<file path="src/rtl/mux_arb_pkg.sv">
// Shared definitions for the N-channel stream arbiter: mode encodings, output stage
// states and a wrapped priority search used by the fixed-priority and round-robin modes.
package mux_arb_pkg;

  localparam logic [1:0] MODE_FORCE = 2'b00;
  localparam logic [1:0] MODE_FIXED = 2'b01;
  localparam logic [1:0] MODE_RR    = 2'b10;

  // Upper bound on channel count supported by the search helper.
  localparam int unsigned MaxCh   = 64;
  localparam int unsigned MaxIdxW = $clog2(MaxCh);

  typedef enum logic [0:0] {StEmpty, StFull} out_state_e;

  typedef struct packed {
    logic               found;
    logic [MaxIdxW-1:0] idx;
  } search_t;

  // First set bit of req[n-1:0] searching upward from start, wrapping n-1 -> 0.
  function automatic search_t wrap_search(input logic [MaxCh-1:0] req,
                                          input int unsigned      n,
                                          input int unsigned      start);
    search_t     res;
    int unsigned idx;
    res = '0;
    for (int unsigned k = 0; k < MaxCh; k++) begin
      idx = start + k;
      if (idx >= n) idx = idx - n;
      if (k < n && !res.found && req[idx[MaxIdxW-1:0]]) begin
        res.found = 1'b1;
        res.idx   = idx[MaxIdxW-1:0];
      end
    end
    return res;
  endfunction

endpackage

</file>
<file path="src/rtl/rr_arbiter.sv">
// Grant generation for forced, fixed-priority and round-robin modes; owns the
// round-robin pointer, which advances only on a transfer in round-robin mode.
module rr_arbiter
  import mux_arb_pkg::*;
#(
  parameter int unsigned NCH  = 4,
  parameter int unsigned SELW = $clog2(NCH)
) (
  input  logic            clk,
  input  logic            rst_n,
  input  logic [NCH-1:0]  in_valid,
  input  logic [1:0]      mode,
  input  logic [SELW-1:0] sel,
  input  logic            advance,
  output logic            grant_valid,
  output logic [SELW-1:0] grant_idx
);

  localparam logic [SELW-1:0] LastCh = SELW'(NCH - 1);

  logic [SELW-1:0]  rr_ptr_q, rr_ptr_d;
  logic [MaxCh-1:0] req;
  search_t          res;

  always_comb begin
    req              = '0;
    req[NCH-1:0]     = in_valid;
    grant_valid      = 1'b0;
    grant_idx        = '0;
    res              = '0;
    if (mode == MODE_FORCE) begin
      // Out-of-range selects never grant, even when NCH is not a power of two.
      if ((32'(sel) < NCH) && req[MaxIdxW'(sel)]) begin
        grant_valid = 1'b1;
        grant_idx   = sel;
      end
    end else begin
      if (mode == MODE_FIXED) res = wrap_search(req, NCH, 0);
      else                    res = wrap_search(req, NCH, 32'(rr_ptr_q));
      grant_valid = res.found;
      grant_idx   = res.idx[SELW-1:0];
    end
  end

  always_comb begin
    rr_ptr_d = rr_ptr_q;
    if (advance && mode[1]) begin
      rr_ptr_d = (grant_idx == LastCh) ? '0 : grant_idx + 1'b1;
    end
  end

  always_ff @(posedge clk or negedge rst_n) begin
    if (!rst_n) rr_ptr_q <= '0;
    else        rr_ptr_q <= rr_ptr_d;
  end

endmodule

</file>
<file path="src/rtl/mux_n_stream_arb.sv">
// N-channel valid/ready stream arbiter: picks one input beat per cycle and holds it in a
// one-entry output register that supports back-to-back drain-and-load.
module mux_n_stream_arb
  import mux_arb_pkg::*;
#(
  parameter int unsigned WIDTH = 8,
  parameter int unsigned NCH   = 4,
  parameter int unsigned SELW  = $clog2(NCH)
) (
  input  logic               clk,
  input  logic               rst_n,
  input  logic [NCH*WIDTH-1:0] in_data,
  input  logic [NCH-1:0]     in_valid,
  output logic [NCH-1:0]     in_ready,
  input  logic [1:0]         mode,
  input  logic [SELW-1:0]    sel,
  output logic [WIDTH-1:0]   out_data,
  output logic [SELW-1:0]    out_ch,
  output logic               out_valid,
  input  logic               out_ready
);

  out_state_e       state_q, state_d;
  logic [WIDTH-1:0] data_q, data_d;
  logic [SELW-1:0]  ch_q, ch_d;
  logic             load_en, transfer, grant_valid;
  logic [SELW-1:0]  grant_idx;

  rr_arbiter #(
    .NCH  (NCH),
    .SELW (SELW)
  ) u_arb (
    .clk         (clk),
    .rst_n       (rst_n),
    .in_valid    (in_valid),
    .mode        (mode),
    .sel         (sel),
    .advance     (transfer),
    .grant_valid (grant_valid),
    .grant_idx   (grant_idx)
  );

  always_comb begin
    // rst_n gates load_en so no handshake can complete while reset is held.
    load_en  = rst_n & ((state_q == StEmpty) | out_ready);
    transfer = load_en & grant_valid;
    in_ready = '0;
    if (transfer) in_ready[grant_idx] = 1'b1;

    state_d = state_q;
    data_d  = data_q;
    ch_d    = ch_q;
    if (transfer) begin
      state_d = StFull;
      data_d  = in_data[grant_idx*WIDTH +: WIDTH];
      ch_d    = grant_idx;
    end else if (out_ready) begin
      state_d = StEmpty;
    end
  end

  always_ff @(posedge clk or negedge rst_n) begin
    if (!rst_n) begin
      state_q <= StEmpty;
      data_q  <= '0;
      ch_q    <= '0;
    end else begin
      state_q <= state_d;
      data_q  <= data_d;
      ch_q    <= ch_d;
    end
  end

  assign out_valid = (state_q == StFull);
  assign out_data  = data_q;
  assign out_ch    = ch_q;

endmodule

</file>
<file path="config.mk">
export PLATFORM = sky130hd
export DESIGN_NAME = mux_n_stream_arb
export DESIGN_NICKNAME = d
export VERILOG_FILES = /design/src/rtl/mux_arb_pkg.sv /design/src/rtl/rr_arbiter.sv /design/src/rtl/mux_n_stream_arb.sv
export SDC_FILE = /design/constraint.sdc
export NUM_CORES = 1
export LEC_CHECK = 0
export CAP_MARGIN = 20
export CORE_MARGIN = 1.5
export CORE_UTILIZATION = 43
export CTS_BUF_LIST = sky130_fd_sc_hd__clkbuf_8
export DETAILED_ROUTE_END_ITERATION = 10
export PLACE_DENSITY = 0.82
export SLEW_MARGIN = 40
export SYNTH_ARGS = -nofsm -noshare
export SYNTH_HDL_FRONTEND = slang
export SYNTH_SLANG_ARGS = --single-unit
</file>
<file path="constraint.sdc">
create_clock -name clk -period 4.2 [get_ports clk]
set_clock_uncertainty 0.2 [all_clocks]
set_input_delay 0.84 -clock clk [delete_from_list [all_inputs] [get_ports clk]]
set_output_delay 0.84 -clock clk [all_outputs]
set_load 0.01 [all_outputs]
</file>
# Word-level counts from Yosys, hierarchy flattened
# Cells that the tools add are included.
[word_totals]
regBits = 13
input_bits = 43
output_inout_bits = 15
word_cells = 99
[classes]
n_addsub = 8
magnitude_cmp = 11
n_eq_ne = 2
shift = 1
mux = 53
n_bitwise = 4
reduce_logical = 16
[ops]
columns = ["op", "count"]
rows = [
  ["7-bit two-way mux", 21],
  ["32-bit by 3-bit >= comparator with 1-bit output (second input constant)", 3],
  ["6-bit two-way mux", 12],
  ["32-bit by 6-bit indexed part select with 8-bit output", 1],
  ["6-bit by 7-bit < comparator with 1-bit output (second input constant)", 4],
  ["1-bit binary-select mux with 6-bit select", 4],
  ["6-bit by 3-bit subtractor with 6-bit output (second input constant)", 3],
  ["1-bit two-way mux", 10],
  ["1-bit logical AND", 8],
  ["2-bit by 7-bit < comparator with 1-bit output (second input constant)", 1],
  ["2-bit by 2-bit adder with 3-bit output (second input constant)", 2],
  ["1-bit logical NOT", 6],
  ["2-bit two-way mux", 3],
  ["4-bit two-way mux", 1],
  ["2-bit by 3-bit subtractor with 4-bit output (second input constant)", 1],
  ["2-bit by 1-bit adder with 3-bit output (second input constant)", 1],
  ["2-bit by 3-bit >= comparator with 1-bit output (second input constant)", 1],
  ["2-bit by 3-bit < comparator with 1-bit output (second input constant)", 1],
  ["2-bit by 1-bit adder with 2-bit output (second input constant)", 1],
  ["1-bit bitwise AND", 2],
  ["1-bit binary-select mux with 2-bit select", 1],
  ["1-bit demux with 2-bit select", 1],
  ["2-bit by 1-bit equality test with 1-bit output (second input constant)", 1],
  ["2-bit equality test (second input constant)", 1],
  ["5 further kinds", 5],
]

# Depth between registers and ports, before layout
[logic_depth]
ltp_word = 29
mapped_depth = 14
mapped_depth_nobuf = 9

# Modules after synthesis
# A second synthesis with hierarchy kept.
[hier_totals]
cells_unflattened = 109
area_unflattened_um2 = 1183.6
[by_module_without_submodules]
columns = ["mod", "instances", "cells_per_inst", "area_per_inst_um2", "seq_area_each_um2"]
rows = [
  ["mux_n_stream_arb", 1, 40, 663.1, 275.3],
  ["rr_arbiter", 1, 69, 520.5, 50.0],
]

# Worst setup path after synthesis
# Ideal clock, no wire load.
[synth_path]
path_type = "register to output"
startpoint = "register u_arb.rr_ptr_q[0]"
endpoint = "output port in_ready[0]"
t_arrival_ps = 3124
required_time_ps = 3160
slack_ps = 36
stages_incl_launch_ff = 14
n_path_buf = 5
cell_sequence = "dfrtp_1 > buf_4 > buf_2 > inv_1 > ha_1 > mux4_2 > o211ai_2 > nor3_2 > or4_4 > buf_6 > and2_1 > buf_6 > buf_6 > nor3_1"
[synth_via]
elab_chain_cells = 29
word_cells_on_any_way = 57
classes_between = "add/sub (7); order compare (6); mux (36); bitwise (1); reduce/logical (7)"
[synth_lines]
columns = ["item", "line", "text"]
rows = [
  ["start, declared", "rr_arbiter.sv:21", "logic [SELW-1:0] rr_ptr_q, rr_ptr_d;"],
  ["start signal, assigned", "rr_arbiter.sv:54", "else rr_ptr_q <= rr_ptr_d;"],
  ["branches (longest 21 deep; another with 32-bit by 3-bit >= comparator with 1-bit output)", "--", ""],
  ["7-bit two-way mux *", "mux_arb_pkg.sv:30", "if (k < n && !res.found && req[idx[MaxIdxW-1:0]]) begin"],
  ["7-bit two-way mux *", "rr_arbiter.sv:38", "if (mode == MODE_FIXED) res = wrap_search(req, NCH, 0);"],
  ["2-bit two-way mux", "rr_arbiter.sv:31", "if (mode == MODE_FORCE) begin"],
  ["2-bit by 3-bit < comparator with 1-bit output (implied by the code) / 2-bit by 1-bit >= comparator with 1-bit output (equally long branches)", "mux_n_stream_arb.sv:48", "if (transfer) in_ready[grant_idx] = 1'b1;"],
  ["1-bit logical AND (implied by the code)", "mux_n_stream_arb.sv:48", ""],
  ["1-bit two-way mux (implied by the code)", "mux_n_stream_arb.sv:48", ""],
  ["1-bit demux with 2-bit select", "mux_n_stream_arb.sv:48", ""],
  ["4-bit two-way mux *", "mux_n_stream_arb.sv:48", ""],
  ["end, declared", "mux_n_stream_arb.sv:14", "output logic [NCH-1:0] in_ready,"],
]
# Mark *: on every way between the ends. The select of a mux whose other input is x is not followed.

# Final worst setup path
[layout_path]
startpoint = "input port in_valid[3]"
endpoint = "output port in_ready[1]"
[layout_via]
elab_chain_cells = 25
word_cells_on_any_way = 40
classes_between = "order compare (2); mux (29); bitwise (1); reduce/logical (8)"
[layout_lines]
columns = ["item", "line", "text"]
rows = [
  ["start, declared", "mux_n_stream_arb.sv:13", "input logic [NCH-1:0] in_valid,"],
  ["1-bit binary-select mux with 6-bit select", "mux_arb_pkg.sv:30", ""],
  ["1-bit two-way mux (implied by the code)", "mux_arb_pkg.sv:30", ""],
  ["7-bit two-way mux", "mux_arb_pkg.sv:30", ""],
  ["7-bit two-way mux", "rr_arbiter.sv:38", ""],
  ["7-bit two-way mux", "rr_arbiter.sv:31", ""],
  ["1-bit logical NOT", "mux_arb_pkg.sv:30", ""],
  ["1-bit logical AND", "mux_arb_pkg.sv:30", ""],
  ["7-bit two-way mux", "mux_arb_pkg.sv:30", ""],
  ["[... 9 more ...]", "--", ""],
  ["7-bit two-way mux", "mux_arb_pkg.sv:30", ""],
  ["7-bit two-way mux", "rr_arbiter.sv:38", ""],
  ["2-bit two-way mux", "rr_arbiter.sv:31", ""],
  ["2-bit by 3-bit < comparator with 1-bit output (implied by the code) / 2-bit by 1-bit >= comparator with 1-bit output (equally long branches)", "mux_n_stream_arb.sv:48", ""],
  ["1-bit logical AND (implied by the code)", "mux_n_stream_arb.sv:48", ""],
  ["1-bit two-way mux (implied by the code)", "mux_n_stream_arb.sv:48", ""],
  ["1-bit demux with 2-bit select", "mux_n_stream_arb.sv:48", ""],
  ["4-bit two-way mux *", "mux_n_stream_arb.sv:48", ""],
]
# Every way passes the cells marked *; elsewhere a longest branch is shown, timed or not. The select of a mux whose other input is x is not followed.

==> out/metrics.yaml <==
slew_violations: 0
whs_ps: 285
clk_pin_slew_ps: 60
worstHoldStart: "out_ch[1]$_DFFE_PN0P_"
htree_levels: 1
p_per_area_nw_per_um2: 531
root_buffer: "clkbuf_8"
syn_area_per_cell_um2: 9.10
synth_top_family_by_area: "compound AO/OA/AOI/OAI gates"
async_flop_share_pct: 100
initial_core_util_pct: 46.3
drive_gt1_share_pct: 29.8
grt_pass1_vias: 1586
required_ps: 3160
rsz0062_at_grt: "no"
synthDistinctLibCells: 45
cp-start-kind: "input port"
fp.dieW_um: 58.2
yosysMostFrequentCell: "nor2_1"
routed_wl_um: 4240
synth.top_cells.by_count: "nor2_1, dfrtp_1, mux2i_1"
wl_per_cell_um: 15.9
place_ws_ps: -436
yosys.area.top_type_share_pct: 24.8
r2r_slack_ps: 1120
seq_area_frac_synth_pct: 24.8
r2r_start: "u_arb.rr_ptr_q[1]$_DFFE_PN0P_"
ant_nets: 0
p_comb_share_pct: 71.7
syn_nets: 191
ys_warn_count: 0
synthTopCellsByArea: "dfrtp_1, mux2i_1, a211oi_2"
end_kind: "primary output"
synth-simple-area-share_pct: 20.1
ys.flop_type: "dfrtp_1"
synth_top_area_cell: "dfrtp_1"
cts_inserted_buffers: 3
slowest_delay_ps: 490
seqPwrFrac_pct: 18.6
design.die.area_um2: 3390
dp_hpwl_um: 3130
finalHoldViolCount: 0
holdPathEnd: "out_ch[1]$_DFFE_PN0P_"
io_pins: 58
maxCapViolations: 0
status: "complete, no violations"
grt-ovfl-total: 0
reg2reg_depth: 11
min_period_over_period_pct: 97.8
clock_tree.buffer_depth: 2
critPathKind: "in -> out"
arrival_ps: 3070
synth_compound_area_share_pct: 27.7
cp-startpoint: "in_valid[3]"
hold_depth: 2
max_slew_margin_pct: 61.4
synth.area.mux_share_pct: 13.6
syn_inst: 144
grt_usage_pct: 26.5
power_frac_clock_pct: 9.6
num_vias: 1507
yosys_register_bits: 13
power_switching_uw: 470
max_freq_mhz: 243
crit_path_max_fanout: 5
placementRows: 19
rr_endpoint: "out_data[0]$_DFFE_PN0P_"
chipHeight_um: 58.2
numClockSinks: 13
insertedDiodeCount: 0
synth_xor_area_share_pct: 0.669
synth_enable_flop_cells: 0
place.gp.congestion: 0.885
worst_slew_pin_slew_ps: 577
synthesis.area_um2: 1310
crit_buf_inv: 6
dr.first_iter.drc_count: 72
swShare_pct: 40.4
fin_crit_ps: 4110
setup_violations: 0
clock_latency_ps: 240
core_area_um2: 2830
p_int_uw: 692
cts_tree: "done"
antenna_found_initial: 0
nNetsFinal: 283
finalWorstSetupSlack_ps: 93.0
vias_per_cell: 5.67
p_leak_uw: 0.000961
areaGrowthSynthToFinish_pct: 67.0
cpMaxStageDelayCell: "or4b_1"
first_pass_iters: 4
portBuffers: 57
worst_path_most_repeated_cell: "buf_4"
drc_errors: 0
hold_class: "reg -> reg"
crit_chain: "dlygate4sd2_1, buf_6, mux4_2, or4b_1, o311ai_1, o22a_2, buf_4, buf_4, buf_4, nor2_1, clkdlybuf4s15_2"
synth_fa_ha_area_share_pct: 3.82
grt_max_degree: 17
cpLargestDelayFamily: "buffers and inverters"
peakVddDrop_uv: 313
grt_pass1_wl_um: 6930
-- per-stage QoR --
step / utilization (%) / cell area (um2) / setup TNS [ps] / power [uW] / cells
after detailed placement: 72.7 / 2060 / -1560 / 974 / 253
after global routing: 77.4 / 2190 / 0 / 1240 / 266
after global placement: 72.7 / 2060 / -1380 / 948 / 253
after CTS: 76.1 / 2150 / 0 / 1130 / 264
final: 77.4 / 2190 / 0 / 1160 / 266
after floorplan: - / 1310 / 0 / 687 / 144
-- layout make-up --
type                    count  area [um2]
clock buffers               3        41.3
clock inverters             1        5.00
fillers                   200         641
inverters                   7        26.3
multi-input cells         114         886
flip-flops and latches     13         325
well taps                  31        38.8
repair buffers             97         866
-- worst register-to-register path, stage by stage, from the launching register on --
cell and delay [ps]:
dfrtp_1 340, inv_1 60, ha_1 310, mux4_2 530, o211ai_2 120, nor3_2 60
or4_4 520, and2_4 180, buf_4 130, buf_4 160, mux2i_1 120, a211oi_1 250
-- registers in the layout, summed over array words and instances, names as in the netlist --
| signal | cells |
|---|---|
| u_arb.rr_ptr_q | 2 |
| out_ch | 2 |
| out_valid | 1 |
| out_data | 8 |
-- power groups by stage --
stage | Clock [uW] | Combinational, uW | Sequential (uW)
3_3_place_gp | 0 | 732 | 215
2_1_floorplan | 0 | 443 | 244
4_1_cts | 116 | 797 | 216
3_5_place_dp | 0 | 758 | 216
6_report | 112 | 833 | 217
5_1_grt | 126 | 896 | 223
-- placed cells by master (no fill, tap or decap), types with 2 or more instances in the layout --
| master | synthesis | layout |
|---|---|---|
| clkdlybuf4s50_1 | 0 | 48 |
| nand3_1 | 2 | 2 |
| clkbuf_8 | 0 | 3 |
| nor2_1 | 15 | 15 |
| dlygate4sd2_1 | 0 | 4 |
| nand2b_1 | 3 | 3 |
| nor3_2 | 1 | 2 |
| mux2i_1 | 11 | 11 |
| nor3_1 | 4 | 3 |
| a211oi_1 | 8 | 8 |
| a21oi_1 | 5 | 5 |
| inv_1 | 7 | 7 |
| nor3b_1 | 3 | 2 |
| a21boi_0 | 8 | 8 |
| a211oi_2 | 8 | 8 |
| buf_2 | 1 | 2 |
| o21ai_0 | 3 | 3 |
| and2_1 | 3 | 2 |
| dlymetal6s2s_1 | 0 | 2 |
| nand2_1 | 10 | 10 |
| dfrtp_1 | 13 | 13 |
| mux4_2 | 2 | 2 |
| ha_1 | 4 | 4 |
| buf_4 | 3 | 39 |
-- layer usage --
metal / track usage, % / up-vias / share of wire, %
met4: 4.98 / 0 / 1.1
met2: 49.4 / 75 / 50
met1: 29.8 / 707 / 42
li1: - / 717 / -
met5: 0 / - / 0
met3: 7.81 / 8 / 7.0
-- worst max path at each step --
stage / to / slack, ps / cells after the start
global placement: in_ready[0] / -380 / 8
CTS: in_ready[1] / 20 / 10
global route: in_ready[1] / 20 / 11
detailed placement: in_ready[0] / -440 / 8
finish: in_ready[1] / 90 / 11
floorplan: in_ready[0] / 40 / 13
-- repair_timing --
item	CTS	global route
endpoints found under the setup margin	4	4
resized for setup	22	5
setup buffers	7	2
pin swaps	1	0
hold buffers	0	0
-- cell families (layout without fill, tap and decap cells) --
logic type,Yosys count,count (layout)
AO/OA/AOI/OAI,44,44
XOR/XNOR,1,1
adder cells (fa/ha/maj),4,4
buffers and inverters,17,108
flip-flops,13,13
multiplexers,15,15
AND/OR/NAND/NOR,50,50
Power figures use the tool's default switching activity.
==> patch 1, RTL diff (same settings) <==
`data_q` no longer has a reset.
--- a/src/rtl/mux_n_stream_arb.sv
+++ b/src/rtl/mux_n_stream_arb.sv
@@ -62,13 +62,15 @@
   always_ff @(posedge clk or negedge rst_n) begin
     if (!rst_n) begin
       state_q <= StEmpty;
-      data_q  <= '0;
       ch_q    <= '0;
     end else begin
       state_q <= state_d;
-      data_q  <= data_d;
       ch_q    <= ch_d;
     end
+  end
+
+  always_ff @(posedge clk) begin
+    data_q <= data_d;
   end
 
   assign out_valid = (state_q == StFull);
Function: differs if rst_n is asserted again (counterexample within 4 cycles, from zero or initial values and one cycle with rst_n low); with rst_n held inactive, the same outputs for 10 cycles.
==> patch 1 against the original RTL <==
  * Final area is 3.1% lower
  * Area after synthesis is 2.6% lower
  * Worst hold slack better by 29 ps
  * Register-to-register slack worse by 190 ps
  * Sequential share of layout area is 2.4 points higher
  * Sequential cell count stayed put
  * Routed wire length is 11% lower
  * Non-clock buffer count is 12 lower
  * Worst setup slack better by 6.1 ps
  * Die area is 2.4% lower
  * Total power is 10% lower
  * Critical endpoint is now in_ready[0]
  * Largest power group unchanged
  * Highest routed layer unchanged
==> patch 1: results (changes against the original RTL) <==
- Status: complete, no violations
- Vias/cell: 5.36 (-5.4%)
- Origin of the worst setup path: in_valid[1]
- Met1 GRT Util: 0.263 (-0.0347)
- Arrival @ worst endpoint: 3060 ps (about the same)
- Vias in the first global route: 1,367 (-14%)
- Crit-path max FO: 4 (-1)
- M1 WL: 1470 µm (-17%)
- Initial DRC Count: 33 (-54%)
- Predominant post-synthesis flop cell: edfxtp_1
- Multi-input comb cells: 92 (-19%)
- EDFF count, synth: 8 (+8)
- Register Area: 365 µm² (+12%)
- Signal buf overhead: 0.370 (-0.0257)
- Non-clock buffer count: 85 (-12%)
- Dpl hpwl: 2980 µm (-4.9%)
- Final WL: 3760 µm (-11%)
- Mux share of post-synthesis cell area: 0.265 (+0.129)
- Worst rel slew slack: 0.610 (-0.00391)
- Compound-Gate Fraction of Synth Area: 0.117 (-0.160)
- Multi-input logic area: 861 µm² (-2.8%)
- Metal2 WL: 2060 µm (-3.2%)
- Crit-path max cell delay: 520 ps (+30 ps)
- Met3 wire length: 124 µm (-59%)
- Period utilization: 0.976 (-0.00146)
- Cells after synthesis: 117 (-19%)
- Layout cells sized above 1: 0.244 (-0.0541)
- GPL Wtd Cong: 0.865 (-2.3%)
- Seq/Total Area, Yosys: 0.286 (+0.0379)
[patch 1: changes by cell type in the layout (fill, tap and decap cells not counted), sizes merged, moves of 3 or more]
cell           change
dfrtp              -8
a211oi            -14
nand2              -7
a21boi             -7
mux2i             +19
nor2              -10
a21oi              -4
buf               -14
and2               -3
nand3              +3
edfxtp             +8
clkdlybuf4s50      +3
[patch 1: stage by stage]
stage	hold slack (ps)	TNS [ps]	instance area, µm²	util
2_1_floorplan	329	0	1280	-
3_3_place_gp	267	-641	2020	0.728
3_5_place_dp	317	-995	2020	0.728
4_1_cts	329	0	2100	0.756
5_1_grt	338	-10.5	2120	0.762
6_report	314	0	2120	0.762
[patch 1: timing repair]
action,4_1_cts,5_1_grt
endpoints found under the setup margin,4,2
pin swaps,1,3
gates resized for setup,7,6
hold buffers,0,0
buffers inserted,3,0
[patch 1: power by group]
group          internal, mW  total (mW)  switching [mW]
Sequential            0.186       0.208          0.0220
Combinational         0.384       0.726           0.342
Clock                0.0646       0.110          0.0458
==> patch 2, RTL diff (same settings) <==
Without the edit above. `NCH` is set to 4 in 2 places; all go to 8.
--- a/src/rtl/rr_arbiter.sv
+++ b/src/rtl/rr_arbiter.sv
@@ -3,7 +3,7 @@
 module rr_arbiter
   import mux_arb_pkg::*;
 #(
-  parameter int unsigned NCH  = 4,
+  parameter int unsigned NCH  = 8,
   parameter int unsigned SELW = $clog2(NCH)
 ) (
   input  logic            clk,
--- a/src/rtl/mux_n_stream_arb.sv
+++ b/src/rtl/mux_n_stream_arb.sv
@@ -4,7 +4,7 @@
   import mux_arb_pkg::*;
 #(
   parameter int unsigned WIDTH = 8,
-  parameter int unsigned NCH   = 4,
+  parameter int unsigned NCH   = 8,
   parameter int unsigned SELW  = $clog2(NCH)
 ) (
   input  logic               clk,
Interface: changed (5 resized); port bits go from 58 to 100. No check against the original RTL was run, so the function may have changed too.
==> patch 2 against the original RTL <==
  * The run now ends with setup timing left
  * Worst setup slack got worse by 160 ps
  * Final area rose by 130%
  * Largest power group unchanged
  * Sequential cell count rose by 2
  * Count of clock-buffer cells in the layout did not move
  * Total power rose to 3.5 times the old value
  * Non-clock buffer count rose by 100
  * Utilization fell by 0.58 points
  * Combinational power rose to 4.5 times the old value
  * Sequential share of layout area fell by 7.2 points
  * Cell count rose by 120%
  * Critical path depth rose by 1
  * Area after synthesis rose by 120%
  * Routed wire length rose to 2.7 times the old value
==> patch 2: results (changes against the original RTL) <==
- Unique masters post-synth: 69 (+53%)
- Layout Nets: 610 (+120%)
- M2 GR Usage: 0.542 (+0.0484)
- Vias in the first global route: 3,595 (+130%)
- Final WS setup: -64.3 ps (-157 ps)
- Most frequent cells after synthesis: inv_1 (35), nand2_1 (29), o211ai_1 (25), o21ai_0 (18), nor2_1 (17)
- Met1 GRT Util: 0.344 (+0.0454)
- Total Neg Setup Slack: -176 ps (-176 ps)
- Arrival @ worst endpoint: 3220 ps (+150 ps)
- Status: finished, violations left
- Largest net degree at the start of global routing: 30 (+13)
- Worst min-delay path startpoint: out_data[6]$_DFFE_PN0P_
- Total GRT Usage: 0.296 (+0.0308)
- Failing checks: setup timing
- Crit-path max cell delay: 530 ps (+40 ps)
- Top Family by Delay on Critical Path: simple AND/OR/NAND/NOR gates
- Layout cells sized above 1: 0.403 (+0.105)
- Worst rel slew slack: 0.680 (+0.0659)
- R2R setup slack: 250 ps (-870 ps)
- First-pass GRT wire length: 17,400 µm (+150%)
- Setup violators final: 6 (+6)
- Seq/Total Area, Yosys: 0.128 (-0.120)
- Met3 wire length: 726 µm (+140%)
- Area contributors post-synth: dfrtp_1 (13%), mux4_2 (11%), o211ai_1 (6.4%), inv_1 (4.5%), o2111ai_1 (3.9%)
- Max VDD drop: 0.000385 V (+23%)
- Leak pwr: 2.03 nW (+110%)
- FILL cells: 437 (+120%)
- Dpl hpwl: 8510 µm (+170%)
[patch 2: cell types whose count changed in the layout (fill, tap and decap cells not counted), sizes merged, moves of 17 or more]
cell | before | now
buf | 42 | 112
clkdlybuf4s50 | 48 | 82
inv | 7 | 38
nand2 | 11 | 31
o211ai | 1 | 26
o21ai | 4 | 21
[patch 2: cells by family after synthesis]
logic type	Yosys count	share of synthesized area
XOR/XNOR	4	0.0184
multiplexers	28	0.165
AO/OA/AOI/OAI	136	0.368
flip-flops	15	0.128
AND/OR/NAND/NOR	92	0.160
buffers and inverters	71	0.125
adder cells (fa/ha/maj)	8	0.0342
[patch 2: where the power goes]
| group | internal [mW] | total, mW | switching [mW] |
|---|---|---|---|
| clock | 0.0648 | 0.115 | 0.0507 |
| sequential | 0.215 | 0.267 | 0.0517 |
| combinational | 1.82 | 3.71 | 1.89 |
| total | 2.10 | 4.09 | 1.99 |
[patch 2: per-stage QoR]
stage | cell area [µm²] | total power, mW | worst slack, ps | std cells | hold slack [ps]
after floorplan | 3130 | 2.38 | 8.43 | 354 | 311
after CTS | 4860 | 3.91 | -66.2 | 594 | 284
after global placement | 4550 | 3.31 | -857 | 571 | 258
final | 4960 | 4.09 | -64.3 | 598 | 284
after global routing | 4960 | 4.33 | -169 | 598 | 317
after detailed placement | 4550 | 3.37 | -893 | 571 | 272
[patch 2: area by class of cell]
cell class	count	area share
Clock buffer	3	0.00833
Clock inverter	1	0.000757
Inverter	37	0.0295
Multi-Input combinational cell	268	0.521
Sequential cell	15	0.0762
Tap cell	77	0.0194
Timing Repair Buffer	197	0.345
[patch 2: what timing repair did]
action                     CTS  global route
setup endpoints to repair    9             8
pin swaps                   22            18
setup buffers               19             4
gates resized for setup    105            16
